==> config.mk <==
export PLATFORM = sky130hd
export DESIGN_NAME = mem_access_unit
export DESIGN_NICKNAME = d
export VERILOG_FILES = /design/src/rtl/mem_access_unit_pkg.sv /design/src/rtl/mem_access_unit_byte_lane_formatter.sv /design/src/rtl/mem_access_unit.sv
export SDC_FILE = /design/constraint.sdc
export NUM_CORES = 1
export LEC_CHECK = 0
export CAP_MARGIN = 5
export CORE_AREA = 2 2 107 78
export DETAILED_ROUTE_END_ITERATION = 8
export DIE_AREA = 0 0 109 80
export PLACE_DENSITY = 0.6
export SKIP_LAST_GASP = 1
export SYNTH_ARGS = -nofsm -noshare
export SYNTH_HDL_FRONTEND = slang
export SYNTH_SLANG_ARGS = --single-unit
==> constraint.sdc <==
create_clock -name clk -period 3.7 [get_ports clk]
set_input_delay 0.74 -clock clk [delete_from_list [all_inputs] [get_ports clk]]
set_output_delay 0.74 -clock clk [all_outputs]
set_load 0.02 [all_outputs]
==> src/rtl/mem_access_unit_pkg.sv <==
// Shared LC-3b types plus the MEM-stage access FSM states and byte-lane masks.
package mem_access_unit_pkg;

    localparam int unsigned WORD_W = 16;
    localparam int unsigned REG_W  = 3;
    localparam int unsigned BE_W   = 2;

    typedef logic [WORD_W-1:0] lc3b_word;
    typedef logic [REG_W-1:0]  lc3b_reg;

    typedef enum logic [1:0] {
        IDLE     = 2'd0,
        PTR_RD   = 2'd1,
        DATA_ACC = 2'd2
    } mem_state_t;

    localparam logic [BE_W-1:0] BE_WORD = 2'b11;
    localparam logic [BE_W-1:0] BE_LO   = 2'b01;
    localparam logic [BE_W-1:0] BE_HI   = 2'b10;

endpackage : mem_access_unit_pkg

==> src/rtl/mem_access_unit_byte_lane_formatter.sv <==
// Combinational lane steering: byte-enable, replicated store byte and
// zero-extended load byte selected by the address LSB.
module byte_lane_formatter
    import mem_access_unit_pkg::*;
(
    input  logic             i_addr_lsb,
    input  logic             i_byte,
    input  lc3b_word         i_store_data,
    input  lc3b_word         i_load_raw,
    output logic [BE_W-1:0]  o_byte_enable,
    output lc3b_word         o_wdata,
    output lc3b_word         o_load_data
);

    always_comb begin
        o_byte_enable = BE_WORD;
        o_wdata       = i_store_data;
        o_load_data   = i_load_raw;
        if (i_byte) begin
            o_byte_enable = i_addr_lsb ? BE_HI : BE_LO;
            o_wdata       = {i_store_data[7:0], i_store_data[7:0]};
            o_load_data   = i_addr_lsb ? {8'h00, i_load_raw[15:8]}
                                       : {8'h00, i_load_raw[7:0]};
        end
    end

endmodule : byte_lane_formatter

==> src/rtl/mem_access_unit.sv <==
// MEM-stage data-memory access FSM (IDLE/PTR_RD/DATA_ACC) with LDI/STI pointer fetch.
// Optional MEM_ALIGN_TRAP_EN adds mem_misaligned and suppresses odd word accesses.
module mem_access_unit
    import mem_access_unit_pkg::*;
(
    input  logic             clk,
    input  logic             reset,
    input  logic             mem_valid,
    input  lc3b_word         mem_address,
    input  lc3b_word         mem_alu_out,
    input  logic             mem_read,
    input  logic             mem_write,
    input  logic             mem_byte,
    input  logic             mem_indirect,
    output lc3b_word         dmem_address,
    output logic             dmem_read,
    output logic             dmem_write,
    output logic [BE_W-1:0]  dmem_byte_enable,
    output lc3b_word         dmem_wdata,
    input  lc3b_word         dmem_rdata,
    input  logic             dmem_resp,
    output lc3b_word         mem_rdata,
    output logic             mem_stall
`ifdef MEM_ALIGN_TRAP_EN
    ,
    output logic             mem_misaligned
`endif
);

    mem_state_t      r_state;
    mem_state_t      w_state_nxt;
    lc3b_word        r_ptr;
    lc3b_word        w_ptr_nxt;
    lc3b_word        r_rdata;
    lc3b_word        w_rdata_nxt;

    logic            w_access;
    lc3b_word        w_eff_addr;
    logic            w_align_fault;
    logic [BE_W-1:0] w_fmt_be;
    lc3b_word        w_fmt_wdata;
    lc3b_word        w_fmt_load;

    assign w_access   = mem_valid & (mem_read | mem_write);
    assign w_eff_addr = mem_indirect ? r_ptr : mem_address;

`ifdef MEM_ALIGN_TRAP_EN
    assign w_align_fault = ~mem_byte & w_eff_addr[0];
`else
    assign w_align_fault = 1'b0;
`endif

    byte_lane_formatter u_fmt (
        .i_addr_lsb    (w_eff_addr[0]),
        .i_byte        (mem_byte),
        .i_store_data  (mem_alu_out),
        .i_load_raw    (dmem_rdata),
        .o_byte_enable (w_fmt_be),
        .o_wdata       (w_fmt_wdata),
        .o_load_data   (w_fmt_load)
    );

    always_ff @(posedge clk) begin
        if (reset) begin
            r_state <= IDLE;
            r_ptr   <= '0;
            r_rdata <= '0;
        end else begin
            r_state <= w_state_nxt;
            r_ptr   <= w_ptr_nxt;
            r_rdata <= w_rdata_nxt;
        end
    end

    // Next state, request port and stall; a write wins when both op bits are set.
    always_comb begin
        w_state_nxt      = r_state;
        w_ptr_nxt        = r_ptr;
        w_rdata_nxt      = r_rdata;
        dmem_address     = '0;
        dmem_read        = 1'b0;
        dmem_write       = 1'b0;
        dmem_byte_enable = '0;
        dmem_wdata       = '0;
        mem_rdata        = r_rdata;
        mem_stall        = 1'b0;
`ifdef MEM_ALIGN_TRAP_EN
        mem_misaligned   = 1'b0;
`endif
        case (r_state)
            IDLE: begin
                if (w_access) begin
                    if (mem_indirect) begin
                        mem_stall   = 1'b1;
                        w_state_nxt = PTR_RD;
                    end else if (w_align_fault) begin
                        mem_rdata   = '0;
                        w_rdata_nxt = '0;
`ifdef MEM_ALIGN_TRAP_EN
                        mem_misaligned = 1'b1;
`endif
                    end else begin
                        mem_stall   = 1'b1;
                        w_state_nxt = DATA_ACC;
                    end
                end
            end
            PTR_RD: begin
                mem_stall        = 1'b1;
                dmem_read        = 1'b1;
                dmem_address     = {mem_address[15:1], 1'b0};
                dmem_byte_enable = BE_WORD;
                if (dmem_resp) begin
                    w_ptr_nxt   = dmem_rdata;
                    w_state_nxt = DATA_ACC;
                end
            end
            DATA_ACC: begin
                if (w_align_fault) begin
                    mem_rdata   = '0;
                    w_rdata_nxt = '0;
                    w_state_nxt = IDLE;
`ifdef MEM_ALIGN_TRAP_EN
                    mem_misaligned = 1'b1;
`endif
                end else begin
                    dmem_address     = mem_byte ? w_eff_addr : {w_eff_addr[15:1], 1'b0};
                    dmem_byte_enable = w_fmt_be;
                    dmem_wdata       = w_fmt_wdata;
                    dmem_write       = mem_write;
                    dmem_read        = ~mem_write;
                    mem_stall        = 1'b1;
                    if (dmem_resp) begin
                        mem_stall   = 1'b0;
                        mem_rdata   = w_fmt_load;
                        w_rdata_nxt = w_fmt_load;
                        w_state_nxt = IDLE;
                    end
                end
            end
            default: w_state_nxt = IDLE;
        endcase
    end

endmodule : mem_access_unit

# Word level (Yosys, flattened, before mapping)
# Index checks and enable logic that the tools add are counted.
# totals
input_bits,56
wordCells,36
reg_bits,34
# classes
eq_ne,5
mux,22
bitwise_logic,3
n_reduce_logical,3
# op_table
operator,n
$mux 16,6
$pmux 16 s2,1
$mux 2,6
$mux 8,1
$ne 2x2->1 const B,3
$pmux 2 s3,1
$mux 1,4
$pmux 2 s2,1
$pmux 1 s3,1
$reduce_and 3->1,1
$eq 2x1->1 const B,1
$eq 2x2->1 const B,1
$logic_not 2->1,1
$pmux 1 s2,1
$reduce_and 2->1,1
$and 1x1->1,1
$not 1->1,1
$or 1x1->1,1

# Longest topological paths before layout
# Gate-level depths: netlist (run 1).
# depth
word_depth,5
depth_mapped,7

# Modules after synthesis
# A second synthesis (run 1) with hierarchy kept.
# unflattened
hier_cells,265
hier_area_um2,2336.0
# modules_own_cells
module,n_inst,cells_each,area_each_um2
mem_access_unit,1,229,1963.1
byte_lane_formatter,1,36,372.9

# Worst setup path after synthesis (run 1)
# Ideal clock, no wire load.
# synth_path
path_kind,input to output
start,in mem_indirect
end,out mem_rdata[0]
required_time_ns,2.960
setup_slack_ns,1.143
stages,4
arrival_ns,1.817
path_cell_list,buf_2 > mux2i_2 > nor3_1 > a21oi_1
# synth_via
elab_chain_cells,5
# synth_lines
item,line,text
"start, declared",mem_access_unit.sv:14,"input logic mem_indirect,"
$mux 16,mem_access_unit.sv:45,assign w_eff_addr = mem_indirect ? r_ptr : mem_address;
$mux 8,mem_access_unit_byte_lane_formatter.sv:22,"o_load_data = i_addr_lsb ? {8'h00, i_load_raw[15:8]}"
$mux 16,mem_access_unit_byte_lane_formatter.sv:19,if (i_byte) begin
$mux 16,mem_access_unit.sv:133,if (dmem_resp) begin
$mux 16,n/a,
"end, declared",mem_access_unit.sv:22,"output lc3b_word mem_rdata,"
# Every way passes these cells.

# Worst setup path after layout (run 1)
# layout_path
start,in mem_indirect
end,out dmem_byte_enable[1]
# layout_via
elab_chain_cells,4
# layout_lines
item,line,text
$mux 16,mem_access_unit.sv:45,
$mux 2,mem_access_unit_byte_lane_formatter.sv:20,o_byte_enable = i_addr_lsb ? BE_HI : BE_LO;
$mux 2,mem_access_unit_byte_lane_formatter.sv:19,
$pmux 2 s2,mem_access_unit.sv:90,case (r_state)
"end, declared",mem_access_unit.sv:18,"output logic [BE_W-1:0] dmem_byte_enable,"
# Every way passes these cells.

==> reports/qor.txt, run 1 <==
Status - completed
Ant. Diodes - 0
Flop2flop setup slack - 1.53 ns
Critical path arrival - 2.84 ns
CP Max Fanout - 9
Die ar. - 8720 sq um
NumNets Final - 438
YS warnings - 0
Global-route wire length before repair - 11.6 mm
Reg-to-reg startpoint - r_state[1]$_SDFFE_PP0P_
Actual slew at the worst max-slew pin - 0.831 ns
CTS tree - yes
CTS H-tree depth - 2
Relative slew slack - 44.6%
Syn avg cell area - 8.09 sq um
Setup bufs post-CTS - 0
Die W - 109 um
Req. time, crit path - 2.96 ns
Hold buffer count at cts - 0
Reg2Reg Depth - 5
Top FF cell, synth - dfxtp_1
Share of cells above drive strength 1 - 9.33%
Leak pwr - 1.28 nW
Commonest non-fill, non-tap cell in the layout - clkdlybuf4s50_1
Hold EP - r_ptr[7]$_SDFFE_PP0P_
RSZ-0062 raised after global routing - false
Gpl congestion - 0.800
DRC viols - 0
Final period utilization - 96.9%
CTS root buf - clkbuf_8
Clock Latency Late Sink - 0.28 ns
Final Setup Violations - 0
Synth area leaders - dfxtp_1 (30%), nand2_1 (8.4%), mux2_2 (7.6%), a21oi_1 (7.2%), mux2i_1 (7.2%)
Via/cell ratio - 4.99
Post-CTS resize count - 0
Cells on Worst Hold Path - 2
#FFs+latches synth - 34
Worst setup EP type - primary output
Nature of the critical path startpoint - input pin
VDD IR-drop max - 124 uV
Cells after synthesis - 276
Min Tclk post-route - 3.58 ns
Critical path class - input pin to primary output
Largest net degree at the start of global routing - 35
# port buffers - 108
Setup Skew - 0.00513 ns
Total CTS buffers - 5
FF/Latch Area - 681 sq um
Filler cell count in the final layout - 774
Clk sinks - 34
Post-route setup TNS - 0 ns
Clk buf depth - 2
Number of detailed-route iterations in the first pass - 4
Area of the multi-input gates - 1430 sq um
Final Hold Viols - 0
Clock Pin Slew Worst Setup and Hold Paths - 0.06 ns
Reg2reg end - r_ptr[1]$_SDFFE_PP0P_
Pins over their slew limit - 0
Core area - 7670 sq um
Most frequent cells in the layout - clkdlybuf4s50_1 (108), nand2_1 (50), dfxtp_1 (34), a21oi_1 (32), nor2b_1 (25)
Dpl hpwl - 5.58 mm
Core Rows - 27
Initial Utilization - 29.1%
Total power - 1.17 mW
Area grow syn2layout - 55.7%
Power per cell area - 337 nW/um^2
Sequential-to-total area share from yosys stat - 30.5%
Worst hold start - r_ptr[7]$_SDFFE_PP0P_
Gr usage total - 16.9%
Asr flop ratio synth - 0%
Grt ovf - 0
Fmax - 0.279 GHz
Cell Area, Synth - 2230 sq um
Yosys cell types - 33
Number of global-route vias before repair - 2,288
ANT nets after route - 0
Post-synth EDFFs - 0
Max cap viols - 0
Synth Net Count - 338
Ports - 109
Via Count - 2,376
Wire length per cell - 15.4 um
Die Height - 80 um
Synth top area share - 30.5%
Hold crit path type - flip-flop to flip-flop
Initial antenna violation count - 0
Hold slack final - 0.459 ns
Starting DRC count in detailed routing - 89
Top cell type by total area after synthesis - dfxtp_1
Routed WL - 7.33 mm
power by group:
group | switching, mW | total (mW) | internal (mW)
sequential | 0.00921 | 0.394 | 0.385
clock | 0.123 | 0.266 | 0.143
combinational | 0.257 | 0.511 | 0.254
critical path, cell delays in order:
cell	delay [ns]
clkdlybuf4s50_1	0.55
mux2i_2	0.52
a21boi_0	0.27
o21a_1	0.23
clkdlybuf4s50_1	0.53
through the flow:
| stage | cell area, sq um | cells | setup WS (ns) | util, % |
|---|---|---|---|---|
| after floorplan | 2230 | 276 | 1.14 | - |
| after global placement | 3390 | 470 | 0.144 | 44.2 |
| after detailed placement | 3390 | 470 | 0.145 | 44.2 |
| after CTS | 3470 | 476 | 0.134 | 45.3 |
| after global routing | 3470 | 476 | 0.0304 | 45.3 |
| final | 3470 | 476 | 0.115 | 45.3 |
flip-flops by register name (all words and copies together) (netlist names):
name and count:
r_ptr 16, r_rdata 16, r_state 2
cells in the mapped netlist, types with 2 or more instances:
cell / count
a211oi_1: 7
a211oi_2: 2
a21boi_0: 3
a21oi_1: 32
a22oi_1: 14
and2_1: 10
buf_2: 8
clkbuf_1: 13
dfxtp_1: 34
ha_1: 6
inv_1: 3
mux2_2: 15
mux2i_1: 16
nand2_1: 50
nand3_1: 2
nand4b_1: 9
nor2b_1: 25
nor3_1: 8
o21a_1: 4
o21ai_0: 2
how the worst max path moves through the flow:
stage | end | slack (ns) | from
finish | dmem_byte_enable[1] | 0.12 | mem_indirect
global route | dmem_byte_enable[1] | 0.03 | mem_indirect
detailed placement | dmem_byte_enable[1] | 0.15 | mem_indirect
global placement | dmem_byte_enable[1] | 0.14 | mem_indirect
floorplan | mem_rdata[0] | 1.14 | mem_indirect
CTS | dmem_byte_enable[1] | 0.13 | mem_indirect
routing by layer:
layer  wire length [um]  part of all wire [%]  GRT usage (%)  up-vias
met5                  0                     0              0        -
met4                 17                  0.23           2.69        0
met3                713                   9.7           5.39        4
met2               3110                    42           26.6       90
met1               3490                    48           22.8     1108
li1                   -                     -              -     1174
cells by family after synthesis:
group                      share of synthesized area (%)
AOI/OAI and AO/OA                                   20.0
DFF                                                 30.5
muxes                                               15.4
buffers and inverters                               5.33
adders and majority gates                           3.36
and+or+nand+nor                                     25.4
cell type report:
cell class                 instances  area share [%]
timing repair buffer             116            32.8
tap                              101            3.64
multi-input combinational        216            41.2
inverter                           3           0.324
sequential                        34            19.6
clock buffer                       6            2.38
No activity file was read; power rests on OpenSTA's default activity.
==> run 2: changes to the inputs <==
--- a/config.mk
+++ b/config.mk
@@ -5,7 +5,7 @@
 export SDC_FILE = /design/constraint.sdc
 export NUM_CORES = 1
 export LEC_CHECK = 0
-export CAP_MARGIN = 5
+export CAP_MARGIN = 25
 export CORE_AREA = 2 2 107 78
 export DETAILED_ROUTE_END_ITERATION = 8
 export DIE_AREA = 0 0 109 80
==> results of run 2 <==
No change in the layout: final DEF, timing and power equal those of run 1.
